<file path="src/rtl/joy_pkg.sv">
// joy_pkg: shared direction encoding and ADC mid-scale value for the joystick decoder.
package joy_pkg;
    typedef enum logic [1:0] {
        DIR_CENTER = 2'b00,
        DIR_LEFT   = 2'b01,
        DIR_RIGHT  = 2'b10
    } dir_t;
    localparam logic [11:0] MID_SCALE = 12'd2048;
endpackage

</file>
<file path="src/rtl/adc_avg4.sv">
// adc_avg4: 4-entry moving-average window with running sum; avg is the truncated mean.
module adc_avg4
    import joy_pkg::*;
(
    input  logic        clk,
    input  logic        reset,
    input  logic        sample_en,
    input  logic [11:0] sample,
    output logic [11:0] avg
);
    logic [3:0][11:0] win;
    logic [13:0]      sum;

    always_ff @(posedge clk or posedge reset) begin
        if (reset) begin
            win <= {4{MID_SCALE}};
            sum <= {MID_SCALE, 2'b00};
        end else if (sample_en) begin
            win <= {win[2:0], sample};
            sum <= sum - {2'b00, win[3]} + {2'b00, sample};
        end
    end

    assign avg = sum[13:2];
endmodule

</file>
<file path="src/rtl/adc_joystick_decoder.sv">
// adc_joystick_decoder: ADC result -> filtered, hysteretic, debounced LEFT/RIGHT move pulses
// with auto-repeat; fixed 3-clk latency from an accepted sample tick.
module adc_joystick_decoder
    import joy_pkg::*;
#(
    parameter int SAMPLE_DIV     = 50000,
    parameter int LO_ENTER       = 1024,
    parameter int LO_EXIT        = 1280,
    parameter int HI_ENTER       = 3072,
    parameter int HI_EXIT        = 2816,
    parameter int STABLE_SAMPLES = 4,
    parameter int REPEAT_DELAY   = 200,
    parameter int REPEAT_PERIOD  = 80
) (
    input  logic        clk,
    input  logic        reset,
    input  logic [11:0] result,
    output logic [1:0]  dir,
    output logic        move_left,
    output logic        move_right,
    output logic [11:0] avg
);
    localparam int DW = $clog2(SAMPLE_DIV + 1);
    localparam int CW = $clog2(STABLE_SAMPLES + 1);
    localparam int RW = $clog2((REPEAT_DELAY > REPEAT_PERIOD ? REPEAT_DELAY : REPEAT_PERIOD) + 1);
    localparam logic [DW-1:0] DIV_MAX = DW'(SAMPLE_DIV - 1);
    localparam logic [CW-1:0] CNT_MAX = CW'(STABLE_SAMPLES);
    localparam logic [RW-1:0] DELAY   = RW'(REPEAT_DELAY);
    localparam logic [RW-1:0] PERIOD  = RW'(REPEAT_PERIOD);
    localparam logic [11:0]   LO_EN   = 12'(LO_ENTER);
    localparam logic [11:0]   LO_EX   = 12'(LO_EXIT);
    localparam logic [11:0]   HI_EN   = 12'(HI_ENTER);
    localparam logic [11:0]   HI_EX   = 12'(HI_EXIT);

    logic [11:0]   r1, r2;
    logic [DW-1:0] div;
    logic          tick, acc, eval;
    dir_t          zone, zone_nx, cand, dir_q;
    logic [CW-1:0] cnt;
    logic [RW-1:0] rep;
    logic          commit, rep_fire;

    assign tick = div == DIV_MAX;

    // result changes asynchronously; a tick only counts when two successive captures agree
    always_ff @(posedge clk or posedge reset) begin
        if (reset) begin
            r1   <= MID_SCALE;
            r2   <= MID_SCALE;
            div  <= '0;
            acc  <= 1'b0;
            eval <= 1'b0;
        end else begin
            r1   <= result;
            r2   <= r1;
            div  <= tick ? '0 : div + 1'b1;
            acc  <= tick && (r1 == r2);
            eval <= acc;
        end
    end

    adc_avg4 u_avg (
        .clk       (clk),
        .reset     (reset),
        .sample_en (acc),
        .sample    (r2),
        .avg       (avg)
    );

    assign zone_nx = (zone == DIR_LEFT)  ? (avg > HI_EN ? DIR_RIGHT : avg >= LO_EX ? DIR_CENTER : DIR_LEFT) :
                     (zone == DIR_RIGHT) ? (avg < LO_EN ? DIR_LEFT : avg <= HI_EX ? DIR_CENTER : DIR_RIGHT) :
                                           (avg < LO_EN ? DIR_LEFT : avg > HI_EN ? DIR_RIGHT : DIR_CENTER);

    always_ff @(posedge clk or posedge reset) begin
        if (reset) begin
            zone <= DIR_CENTER;
            cand <= DIR_CENTER;
            cnt  <= '0;
        end else if (eval) begin
            zone <= zone_nx;
            if (zone_nx == cand) begin
                cnt <= (cnt == CNT_MAX) ? cnt : cnt + 1'b1;
            end else begin
                cand <= zone_nx;
                cnt  <= CW'(1);
            end
        end
    end

    assign commit   = (cnt == CNT_MAX) && (cand != dir_q);
    assign rep_fire = tick && (dir_q != DIR_CENTER) && (rep == RW'(1));

    // a commit overrides a coinciding repeat so only one pulse is issued
    always_ff @(posedge clk or posedge reset) begin
        if (reset) begin
            dir_q      <= DIR_CENTER;
            rep        <= '0;
            move_left  <= 1'b0;
            move_right <= 1'b0;
        end else if (commit) begin
            dir_q      <= cand;
            rep        <= (cand == DIR_CENTER) ? '0 : DELAY;
            move_left  <= cand == DIR_LEFT;
            move_right <= cand == DIR_RIGHT;
        end else begin
            move_left  <= rep_fire && (dir_q == DIR_LEFT);
            move_right <= rep_fire && (dir_q == DIR_RIGHT);
            if (tick && dir_q != DIR_CENTER) rep <= (rep == RW'(1)) ? PERIOD : rep - 1'b1;
        end
    end

    assign dir = dir_q;
endmodule

</file>
<file path="config.mk">
export PLATFORM = sky130hd
export DESIGN_NAME = adc_joystick_decoder
export DESIGN_NICKNAME = d
export VERILOG_FILES = /design/src/rtl/joy_pkg.sv /design/src/rtl/adc_avg4.sv /design/src/rtl/adc_joystick_decoder.sv
export SDC_FILE = /design/constraint.sdc
export NUM_CORES = 1
export LEC_CHECK = 0
export CAP_MARGIN = 0
export CORE_MARGIN = 2
export CORE_UTILIZATION = 45
export DETAILED_ROUTE_END_ITERATION = 7
export PLACE_DENSITY_LB_ADDON = 0.25
export SYNTH_ARGS = -nofsm -noshare
export SYNTH_HDL_FRONTEND = slang
export SYNTH_SLANG_ARGS = --single-unit
</file>
<file path="constraint.sdc">
create_clock -name clk -period 4.6 [get_ports clk]
set_input_delay 0.92 -clock clk [delete_from_list [all_inputs] [get_ports clk]]
set_output_delay 0.92 -clock clk [all_outputs]
set_load 0.01 [all_outputs]
</file>
# Word-level counts from Yosys, hierarchy flattened
# Index checks and enable logic that the tools add are counted.
# Widths: inputs -> output; s select.
totals:
  in_bits: 14
  word_cells: 68
  reg_bits: 123
op_classes:
  eq_ne: 13
  n_reduce_logical: 11
  bitwise: 1
  order_cmp: 4
  addsub: 5
  n_mux: 17
ops:
  columns: ["operator", "n"]
  rows:
  - ["$mux 8", 4]
  - ["$add 16x1->16 const B", 1]
  - ["$eq 16x16->1 const B", 1]
  - ["$mux 16", 1]
  - ["$add 14x12->14", 1]
  - ["$mux 2", 7]
  - ["$sub 14x12->14", 1]
  - ["$eq 12x12->1", 1]
  - ["$ge 12x11->1 const B", 1]
  - ["$gt 12x12->1 const B", 1]
  - ["$le 12x12->1 const B", 1]
  - ["$lt 12x11->1 const B", 1]
  - ["$eq 8x1->1 const B", 1]
  - ["$sub 8x1->8 const B", 1]
  - ["$eq 2x1->1 const B", 3]
  - ["$eq 2x2->1 const B", 3]
  - ["$logic_and 1x1->1", 6]
  - ["$mux 3", 2]
  - ["$reduce_and 2->1", 2]
  - ["$reduce_bool 2->1", 2]
  - ["$add 3x1->3 const B", 1]
  - ["$eq 3x3->1 const B", 1]
  - ["$mux 1", 3]
  - ["$eq 2x2->1", 1]
  - ["other kinds (4)", 4]

# Logic depth before layout (Yosys ltp)
# Gate-level depths: netlist (run 1).
depth:
  depth_word: 8
  ltp_mapped: 11
  mapped_depth_nobuf: 11

# By module
# Synthesis (run 1) repeated with hierarchy kept, for this count alone.
unflattened:
  hier_cells: 534
  hier_area_um2: 6007.0
modules_own_cells:
  columns: ["mod", "area_each_um2", "cells_per_inst", "instances"]
  rows:
  - ["adc_avg4", 3370.7, 292, 1]
  - ["adc_joystick_decoder", 2636.3, 242, 1]

# Least setup slack after synthesis (run 1)
# Ideal clock, no wire load.
synth_timing:
  path_type: "register to register"
  start: "register r2[1]"
  end: "register u_avg.sum[13]"
  n_path_buf: 0
  period_less_slack_ps: 2627
  arrival_ps: 2549
  slack_ps: 1973
  required_time_ps: 4523
  path_stages_with_launch: 11
  setup_time_ps: 77
  cell_sequence: "dfrtp_1 > inv_1 > fa_1 > inv_1 > ha_1 > a211oi_1 > o21bai_1 > o41ai_2 > a31oi_1 > or3_1 > a31oi_1"
synth_via:
  elab_chain_cells: 1
synth_lines:
  columns: ["item", "line", "text"]
  rows:
  - ["start, declared", "adc_joystick_decoder.sv:35", "logic [11:0] r1, r2;"]
  - ["start signal, assigned", "adc_joystick_decoder.sv:55", "r2 <= r1;"]
  - ["$add 14x12->14", "adc_avg4.sv:20", "sum <= sum - {2'b00, win[3]} + {2'b00, sample};"]
  - ["end signal, assigned", "adc_avg4.sv:17", "sum <= {MID_SCALE, 2'b00};"]
  - ["end signal, assigned", "adc_avg4.sv:20", null]
  - ["end, declared", "adc_avg4.sv:12", "logic [13:0] sum;"]
# Every way passes these cells.
# A chain may end at the register's enable or synchronous reset.

# Worst setup path in the final report (run 1)
layout_timing:
  start: "register r2[1]"
  end: "register u_avg.sum[11]"
# Same word-level chain as after synthesis.

==> impl_metrics.py, run 1 <==
metrics = {
    "synthesis": {
        "yosysTopAreaCellShare": 0.4797,
        "synth_flop_cell": "dfrtp_1",
        "synth_top_area_cell": "dfrtp_1",
        "synth_xor_area_frac": 0.05335,
        "ys_warn_count": 0,
        "synth_area_um2": 6051,
        "synth_seq_area_share": 0.5101,
        "synth_mux_area_frac": 0.1046,
        "synth_adder_area_share": 0.08726,
        "ys_types": 61,
        "avgSynthCellArea_um2": 11.44,
        "synth_top_family_by_area": "multiplexers",
        "synthCells": 529,
        "synth_area_leaders": "dfrtp_1 48%, mux2_2 9.3%, ha_1 4.8%",
        "async_flop_share": 1.000,
        "synth_fp_nets": 578,
        "synth_edf_count": 0,
        "ys_seq_elements": 123,
        "synth-compound-area-share": 0.08561,
        "yosys.area_share.simple": 0.09864,
    },
    "worst_hold_path": {
        "holdPathStages": 0,
        "min-delay-start": "r1[11]",
        "worstHoldEndpoint": "r2[11]",
        "hp-class": "register to register",
    },
    "setup_path": {
        "endpoint_kind": "register",
        "rrSetupSlack_ns": 1.61,
        "worstReg2RegStart": "r2[1]",
        "max_stage_delay_ns": 0.54,
        "crit_top_cell": "inv_1",
        "r2r_cells": 10,
        "crit_type": "register to register",
        "path_buf_inv": 2,
        "cpMaxStageDelayCell": "fa_1",
        "reg2reg_to": "u_avg.sum[11]",
        "cp_cell_sequence": "inv_1 > fa_1 > inv_1 > ha_1 > a211oi_1 > o21bai_1 > o41ai_2 > nand2_1 > o31a_1 > o31ai_1",
        "worst_setup_path_start_kind": "register",
        "critical_path.max_fanout": 3,
        "arrival_ns": 3.32,
        "cp_data_required_time_ns": 4.92,
        "cp.depth": 10,
        "cp_top_family": "compound AO/OA/AOI/OAI gates",
    },
    "sta": {
        "slew_headroom": 0.4262,
        "fmax_ghz": 0.3341,
        "worst_pin_slew_ns": 0.8607,
        "fin_crit_sh": 0.6507,
        "slew_viol_final": 0,
        "fin_tns_setup_ns": 0,
        "fin_worst_skew_ns": 0.007412,
        "period_minus_slack_ns": 2.993,
        "final_hold_viol_count": 0,
        "rsz0062_at_grt": "no",
        "finalSetupViolations": 0,
    },
    "clock_network": {
        "clk_pin_slew_ns": 0.05,
        "cts-buffers-inserted": 17,
        "cts.path.max_buffers": 2,
        "cts_resized": 0,
        "hold_buffers": 0,
        "root_buffer": "clkbuf_16",
        "htreeDepth": 4,
        "clkSinkCount": 123,
        "post_cts_buffers": 0,
        "insertion_delay_ns": 0.42,
        "cts_tree": "yes",
    },
    "placed_design": {
        "gp_congestion": 0.8164,
        "dp_hpwl_um": 7113,
        "dp_cells": 712,
        "port-buffer-count": 29,
    },
    "power": {
        "ir_drop_mv": 0.2520,
        "leakage_nw": 3.295,
        "powerDensity_nw_per_um2": 364.5,
    },
    "routing": {
        "drc": 0,
        "dr.pass1.iters": 5,
        "vias": 3693,
        "drt-wirelength-per-cell_um": 13.74,
        "via_per_inst": 4.964,
        "wirelength_um": 10220,
        "drtAntennaViolNets": 0,
        "drtIter0Drc": 263,
    },
    "floorplan": {
        "io-pin-count": 30,
        "rows": 42,
        "die_w_um": 120.0,
        "die-area_um2": 14390,
        "core_area_um2": 13190,
        "start_util": 0.4587,
        "die_y_um": 120.0,
    },
    "global_route": {
        "grt_max_degree": 72,
        "grt_overflow": 0,
        "grt_first_pass_wirelength_um": 17710,
        "antenna_found_initial": 0,
        "grt_pass1_vias": 3748,
        "grtUsageTotal": 0.1580,
    },
    "finish": {
        "num_antenna_cells": 0,
        "layout_common_cells": "115 x dfrtp_1, 60 x inv_1, 50 x mux2_2",
        "final_cells": 744,
        "nets": 604,
        "layout_commonest_cell": "dfrtp_1",
        "drive_gt1_frac": 0.1778,
        "syn_to_final_growth_pct": 16.71,
    },
    "job": {
        "drv_cap": 0,
    },
    "status": {
        "status": "finished, final reports clean",
    },
}
## power breakdown
part / switching [W] / internal, W
Combinational: 0.0000730 / 0.0000527
Clock: 0.000465 / 0.000879
Sequential: 0.00000923 / 0.00109
Total: 0.000548 / 0.00203
## per-stage QoR
| step | hold slack (ns) | setup slack, ns | instance area (µm²) | total power (W) | util |
|---|---|---|---|---|---|
| after global placement | 0.3732 | 1.769 | 6456 | 0.001248 | 0.4895 |
| after global routing | 0.3825 | 1.433 | 7062 | 0.002676 | 0.5354 |
| after CTS | 0.3782 | 1.592 | 7062 | 0.002612 | 0.5354 |
| after detailed placement | 0.3724 | 1.603 | 6456 | 0.001251 | 0.4895 |
| after floorplan | 0.3607 | 0.4207 | 6051 | 0.001212 | - |
| final | 0.3771 | 1.607 | 7062 | 0.002574 | 0.5354 |
## sequential cells by signal, indices dropped and copies added, names as in the netlist
register	flops
acc	1
cand	2
cnt	3
dir	2
div	16
eval	1
move_left	1
move_right	1
r1	12
r2	12
rep	8
u_avg.sum	14
u_avg.win	48
zone	2
## cell families after synthesis
kind of cell    Yosys count
compound gates           79
mux                      57
flops                   123
buf+inv                  85
xor+xnor                 36
fa+ha+maj                35
simple gates            114
## metal layers
| layer | global-route usage | wire length (µm) |
|---|---|---|
| met5 | 0 | 0 |
| met4 | 0.06471 | 155 |
| met3 | 0.05133 | 381 |
| met2 | 0.2422 | 4745 |
| met1 | 0.2071 | 4937 |
## worst max-delay path by stage
stage,end,from
after floorplan,acc,reset
after global placement,u_avg.sum[13],r2[1]
after detailed placement,u_avg.sum[11],r2[1]
after CTS,u_avg.sum[11],r2[1]
after global routing,u_avg.sum[11],r2[1]
final,u_avg.sum[11],r2[1]
## worst register-to-register path, delay by kind of cell (launching register included)
| family | cells | cell delay, ns |
|---|---|---|
| buffers and inverters | 2 | 0.14 |
| adder cells (fa/ha/maj) | 2 | 0.86 |
| AO/OA/AOI/OAI | 5 | 1.37 |
| AND/OR/NAND/NOR | 1 | 0.16 |
| flip-flops | 1 | 0.37 |
## synthesized netlist by cell type, drive strengths merged (3+ instances only)
| library cell | instances |
|---|---|
| a211oi | 4 |
| a21oi | 23 |
| a31oi | 3 |
| and3 | 7 |
| buf | 16 |
| clkbuf | 8 |
| dfrtp | 116 |
| dfstp | 7 |
| fa | 12 |
| ha | 23 |
| inv | 61 |
| mux2 | 50 |
| mux2i | 7 |
| nand2 | 23 |
| nand3 | 9 |
| nand4 | 3 |
| nor2 | 33 |
| nor2b | 4 |
| nor3 | 10 |
| o21a | 4 |
| o21ai | 21 |
| o21bai | 5 |
| or3 | 5 |
| or4 | 3 |
| or4b | 3 |
| xnor2 | 20 |
| xor2 | 16 |
## cell type report
cell class                 instances  area (µm²)
fill                            1121        6128
sequential                       123        3088
multi-input combinational        321        2599
clock buffer                      22       464.2
timing repair buffer              31       317.8
inverter                          61       231.5
tap                              176       220.2
clock inverter                    10       141.4
Note: power is estimated with default switching activity, not from simulation.
==> inputs of run 2 (changes only) <==
- clock period: 4.6 -> 3.05 ns (I/O delays scaled with it)
==> run 2 against run 1 <==
Against the previous run:
- clock power up 51%
- utilization up 0.43 points
- critical path type unchanged
- critical endpoint is now u_avg.sum[13]
- cell count up 0.40%
- first-iteration DRC count down 26%
- combinational power up 58%
==> impl_metrics.py, run 2 (same netlist as run 1, synthesis figures left out) <==
metrics = {
    "setup_path": {
        "cp.depth": 10,
        "cp_data_required_time_ns": 3.38,
        "cp_cell_sequence": "inv_1 > fa_1 > inv_1 > ha_1 > a211oi_2 > o21bai_2 > o41ai_4 > a31oi_1 > or3_1 > a31oi_1",
        "crit_type": "register to register",
        "path_buf_inv": 2,
        "worstReg2RegStart": "r2[1]",
        "critical_path.max_fanout": 3,
        "endpoint_kind": "register",
        "rrSetupSlack_ns": 0.18,
        "worst_setup_path_start_kind": "register",
        "reg2reg_to": "u_avg.sum[13]",
        "crit_start": "r2[1]",
        "r2r_cells": 10,
        "max_stage_delay_ns": 0.54,
        "arrival_ns": 3.21,
        "cpMaxStageDelayCell": "fa_1",
        "cp_top_family": "compound AO/OA/AOI/OAI gates",
    },
    "finish": {
        "largest_registers": "u_avg.win: 48 flops, div: 16 flops, u_avg.sum: 14 flops",
        "layout_commonest_cell": "dfrtp_1",
        "regArea_um2": 3088,
        "num_antenna_cells": 0,
        "regMostFlops": "u_avg.win",
        "nets": 607,
        "multiInputGateArea_um2": 2619,
        "syn_to_final_growth_pct": 17.64,
        "final_area_um2": 7118,
        "fillers": 1142,
        "drive_gt1_frac": 0.1856,
        "layout_common_cells": "115 x dfrtp_1, 60 x inv_1, 50 x mux2_2",
        "largest_reg_flops": 48,
    },
    "floorplan": {
        "rows": 42,
        "core_area_um2": 13190,
        "die-area_um2": 14390,
        "io-pin-count": 30,
        "start_util": 0.4587,
        "die_w_um": 120.0,
        "die_y_um": 120.0,
    },
    "status": {
        "status": "finished, final reports clean",
    },
    "clock_network": {
        "root_buffer": "clkbuf_16",
        "cts_tree": "yes",
        "cts-buffers-inserted": 17,
        "hold_buffers": 0,
        "clk_pin_slew_ns": 0.06,
        "insertion_delay_ns": 0.42,
        "cts.path.max_buffers": 2,
        "htreeDepth": 4,
        "clkSinkCount": 123,
    },
    "routing": {
        "dr.pass1.iters": 4,
        "vias": 3787,
        "drt-met1-wl_um": 4800,
        "drt-wirelength-per-cell_um": 13.80,
        "drc": 0,
        "drtIter0Drc": 195,
        "via_per_inst": 5.070,
        "top_layer": "met4",
        "wl_met2_um": 4962,
        "drtAntennaViolNets": 0,
        "wirelength_um": 10310,
        "met3_length_um": 429,
    },
    "worst_hold_path": {
        "hp-class": "register to register",
        "worstHoldEndpoint": "r2[11]",
        "min-delay-start": "r1[11]",
        "holdPathStages": 0,
    },
    "global_route": {
        "grtUsageTotal": 0.1620,
        "grt_first_pass_wirelength_um": 18320,
        "grt_max_degree": 73,
        "grt_overflow": 0,
        "antenna_found_initial": 0,
        "grt_pass1_vias": 3790,
    },
    "sta": {
        "final_hold_viol_count": 0,
        "fmax_ghz": 0.3481,
        "worst_pin_slew_ns": 0.7849,
        "finalSetupViolations": 0,
        "slew_viol_final": 0,
        "period_minus_slack_ns": 2.873,
        "slew_headroom": 0.4732,
        "fin_tns_setup_ns": 0,
        "fin_crit_sh": 0.9420,
        "fin_worst_skew_ns": 0.01068,
    },
    "placed_design": {
        "port-buffer-count": 29,
        "dp_hpwl_um": 7229,
        "gp_congestion": 0.8486,
        "postPlaceCellArea_um2": 6485,
    },
    "job": {
        "drv_cap": 0,
    },
    "power": {
        "powerDensity_nw_per_um2": 546.4,
        "ir_drop_mv": 0.4706,
        "leakage_nw": 3.317,
    },
}
==> run 2: changes by cell type in the layout (fill, tap and decap cells not counted) <==
cell,delta
buf_4,+2
a211oi_1,-1
a211oi_2,+1
buf_12,+1
clkinvlp_4,+1
inv_4,-1
o21ai_0,-1
o21ai_1,+1
o21bai_1,-1
o21bai_2,+1
o41ai_2,-1
o41ai_4,+1
==> run 2: worst max path at each step <==
stage / slack (ns) / to
6_report: 0.18 / u_avg.sum[13]
5_1_grt: -0.007 / u_avg.sum[13]
4_1_cts: 0.10 / u_avg.sum[13]
3_5_place_dp: 0.12 / u_avg.sum[13]
3_3_place_gp: 0.23 / u_avg.sum[13]
2_1_floorplan: 0.42 / u_avg.sum[13]
==> run 2: final cells by class <==
type / count / area share
well taps: 176 / 0.03094
repair buffers: 34 / 0.04957
clock inverters: 10 / 0.01986
inverters: 61 / 0.03269
clock buffers: 22 / 0.06521
flip-flops and latches: 123 / 0.4338
multi-input cells: 321 / 0.3679
==> run 2: repair_timing <==
item,in CTS,in global routing
resized for setup,0,4
setup endpoints to repair,0,2
setup buffers,0,1
==> run 2: per-layer routing <==
layer / up-vias / global-route usage
met3: 9 / 0.05466
met5: - / 0
met1: 1864 / 0.2118
met2: 60 / 0.2536
li1: 1854 / -
met4: 0 / 0.05368
==> run 2: worst reg2reg max path: stages, from the launching register on <==
cell and delay, ns:
dfrtp_1 0.38, inv_1 0.07, fa_1 0.54, inv_1 0.07, ha_1 0.32, a211oi_2 0.24
o21bai_2 0.14, o41ai_4 0.38, a31oi_1 0.14, or3_1 0.32, a31oi_1 0.19
==> run 2: per-stage QoR <==
stage | total power, W | utilization | instances | setup WS [ns] | hold slack (ns)
after floorplan | 0.001828 | - | 529 | 0.4234 | 0.3607
after global placement | 0.001885 | 0.4917 | 714 | 0.2336 | 0.3653
final | 0.003889 | 0.5397 | 747 | 0.1770 | 0.3761
after detailed placement | 0.001890 | 0.4917 | 714 | 0.1184 | 0.3693
after CTS | 0.003929 | 0.5376 | 746 | 0.1024 | 0.3777
after global routing | 0.004045 | 0.5397 | 747 | -0.007021 | 0.3801
==> run 2: power breakdown <==
part / internal (W) / switching, W / leakage [nW]
registers: 0.00165 / 0.0000144 / 1.63
logic: 0.0000862 / 0.000113 / 1.41
clock network: 0.00133 / 0.000699 / 0.279
==> inputs of run 3 (changes only) <==
- ABC_CLOCK_PERIOD_IN_PS: default -> 3050
- CORE_ASPECT_RATIO: default -> 1.25
==> run 3 against run 2 <==
Against the previous run:
- total power shrank 3.5%
- critical path type unchanged
- sequential power is essentially flat
- combinational power is essentially flat
- via count grew 0.45%
- fmax grew 0.37%
- register-to-register slack is essentially flat
==> impl_metrics.py, run 3 (same netlist as run 1, synthesis figures left out) <==
metrics = {
    "routing": {
        "drt-wirelength-per-cell_um": 13.68,
        "vias": 3804,
        "met3_length_um": 325,
        "drtAntennaViolNets": 0,
        "drc": 0,
        "drtIter0Drc": 229,
        "wirelength_um": 10140,
        "drt-met1-wl_um": 4513,
        "wl_met2_um": 5131,
        "dr.pass1.iters": 4,
        "top_layer": "met4",
        "via_per_inst": 5.134,
    },
    "sta": {
        "worst_pin_slew_ns": 0.8116,
        "period_minus_slack_ns": 2.863,
        "final_hold_viol_count": 0,
        "slew_headroom": 0.4544,
        "rsz0062_at_grt": "no",
        "fmax_ghz": 0.3493,
        "fin_tns_setup_ns": 0,
        "fin_crit_sh": 0.9385,
        "fin_worst_skew_ns": 0.004388,
        "slew_viol_final": 0,
        "finalSetupViolations": 0,
        "holdWs_ns": 0.3720,
    },
    "finish": {
        "layout_common_cells": "115 x dfrtp_1, 60 x inv_1, 50 x mux2_2",
        "regArea_um2": 3088,
        "layout_commonest_cell": "dfrtp_1",
        "num_antenna_cells": 0,
        "drive_gt1_frac": 0.1912,
        "fillers": 1155,
        "multiInputGateArea_um2": 2624,
        "largest_reg_flops": 48,
        "finish.utilization": 0.5362,
        "largest_registers": "u_avg.win: 48 flops, div: 16 flops, u_avg.sum: 14 flops",
        "regMostFlops": "u_avg.win",
        "syn_to_final_growth_pct": 16.73,
        "nets": 606,
    },
    "power": {
        "pwr-share-comb": 0.053,
        "switching_share": 0.2287,
        "power_switching_w": 0.0008588,
        "ir_drop_mv": 0.3213,
        "p_int_w": 0.002896,
        "p_clk_frac": 0.504,
        "power_w": 0.003755,
        "leakage_nw": 3.291,
        "powerDensity_nw_per_um2": 531.6,
        "seq_power_share": 0.443,
    },
    "clock_network": {
        "clkSinkCount": 123,
        "clk_pin_slew_ns": 0.05,
        "htreeDepth": 4,
        "cts-buffers-inserted": 17,
        "insertion_delay_ns": 0.41,
        "hold_buffers": 0,
        "root_buffer": "clkbuf_16",
        "cts.path.max_buffers": 2,
        "cts_tree": "yes",
    },
    "worst_hold_path": {
        "hp-class": "register to register",
    },
    "placed_design": {
        "dp_hpwl_um": 7042,
        "gp_congestion": 0.7723,
        "port-buffer-count": 29,
    },
    "global_route": {
        "grt_pass1_vias": 3731,
        "antenna_found_initial": 0,
        "grtUsageTotal": 0.1581,
        "grt_first_pass_wirelength_um": 17670,
        "grt_overflow": 0,
        "grt_max_degree": 124,
    },
    "setup_path": {
        "arrival_ns": 3.19,
        "cpMaxStageDelayCell": "fa_1",
        "crit_top_cell": "inv_1",
        "critical_path.max_fanout": 3,
        "cp_cell_sequence": "inv_1 > fa_1 > inv_1 > ha_1 > a211oi_2 > o21bai_2 > o41ai_4 > nand2_1 > o31a_1 > o31ai_2",
        "rrSetupSlack_ns": 0.19,
        "max_stage_delay_ns": 0.54,
        "worst_setup_path_start_kind": "register",
        "cp_data_required_time_ns": 3.37,
        "crit_type": "register to register",
        "endpoint_kind": "register",
    },
    "floorplan": {
        "die_w_um": 107.7,
        "core_area_um2": 13170,
        "io-pin-count": 30,
        "rows": 47,
        "die_y_um": 133.6,
        "die-area_um2": 14400,
        "start_util": 0.4593,
    },
    "status": {
        "status": "finished, final reports clean",
    },
    "job": {
        "drv_cap": 0,
    },
}
run 3: cell count changes in the layout (fill, tap and decap cells not counted), sizes merged:
cell	before	now
clkbuf	22	19
inv	60	62
buf	5	4
bufinv	3	1
clkinv	2	3
clkinvlp	6	8
run 3: per-stage QoR:
stage                     cells  area (µm²)  setup slack [ns]
after floorplan             529        6055            0.4234
after global placement      708        6459            0.2049
after detailed placement    708        6459           0.08656
after CTS                   740        7030           0.06721
after global routing        741        7063           0.01731
final                       741        7063            0.1875
run 3: repair_timing:
| item | CTS | global route |
|---|---|---|
| setup endpoints to repair | 0 | 2 |
| setup buffers | 0 | 1 |
| gates resized for setup | 0 | 5 |
run 3: final timing paths:
path / to / cells past startpoint / startpoint
setup / recovery: u_avg.sum[11] / 10 / r2[1]
hold / removal: r2[11] / 0 / r1[11]
setup reg to reg: u_avg.sum[11] / 10 / r2[1]
hold reg to reg: r2[11] / 0 / r1[11]
max in group asynchronous: acc / 3 / reset
min in group asynchronous: u_avg.sum[0] / 3 / reset
run 3: routing by layer:
metal | vias to the layer above | global-route usage
li1 | 1850 | -
met1 | 1893 | 0.2000
met2 | 48 | 0.2519
met3 | 13 | 0.04892
met4 | 0 | 0.06410
met5 | - | 0
run 3: critical path: cells and delay by family (launching register included):
kind | cells | cell delay, ns
AOI/OAI and AO/OA | 5 | 1.27
adders and majority gates | 2 | 0.86
buffers and inverters | 2 | 0.14
DFF | 1 | 0.36
and+or+nand+nor | 1 | 0.14
run 3: layout make-up:
cell class | instances | share of cell area
multi-input combinational | 321 | 0.3715
inverter | 61 | 0.03295
sequential | 123 | 0.4372
clock inverter | 13 | 0.01683
timing repair buffer | 33 | 0.04712
tap | 171 | 0.03029
clock buffer | 19 | 0.06413
run 3: power by group through the flow:
stage,combinational [W],sequential (W),clock (W)
floorplan,0.000138,0.00169,0
global placement,0.000191,0.00169,0
detailed placement,0.000196,0.00169,0
CTS,0.000197,0.00166,0.00194
global route,0.000227,0.00167,0.00201
finish,0.000198,0.00166,0.00189
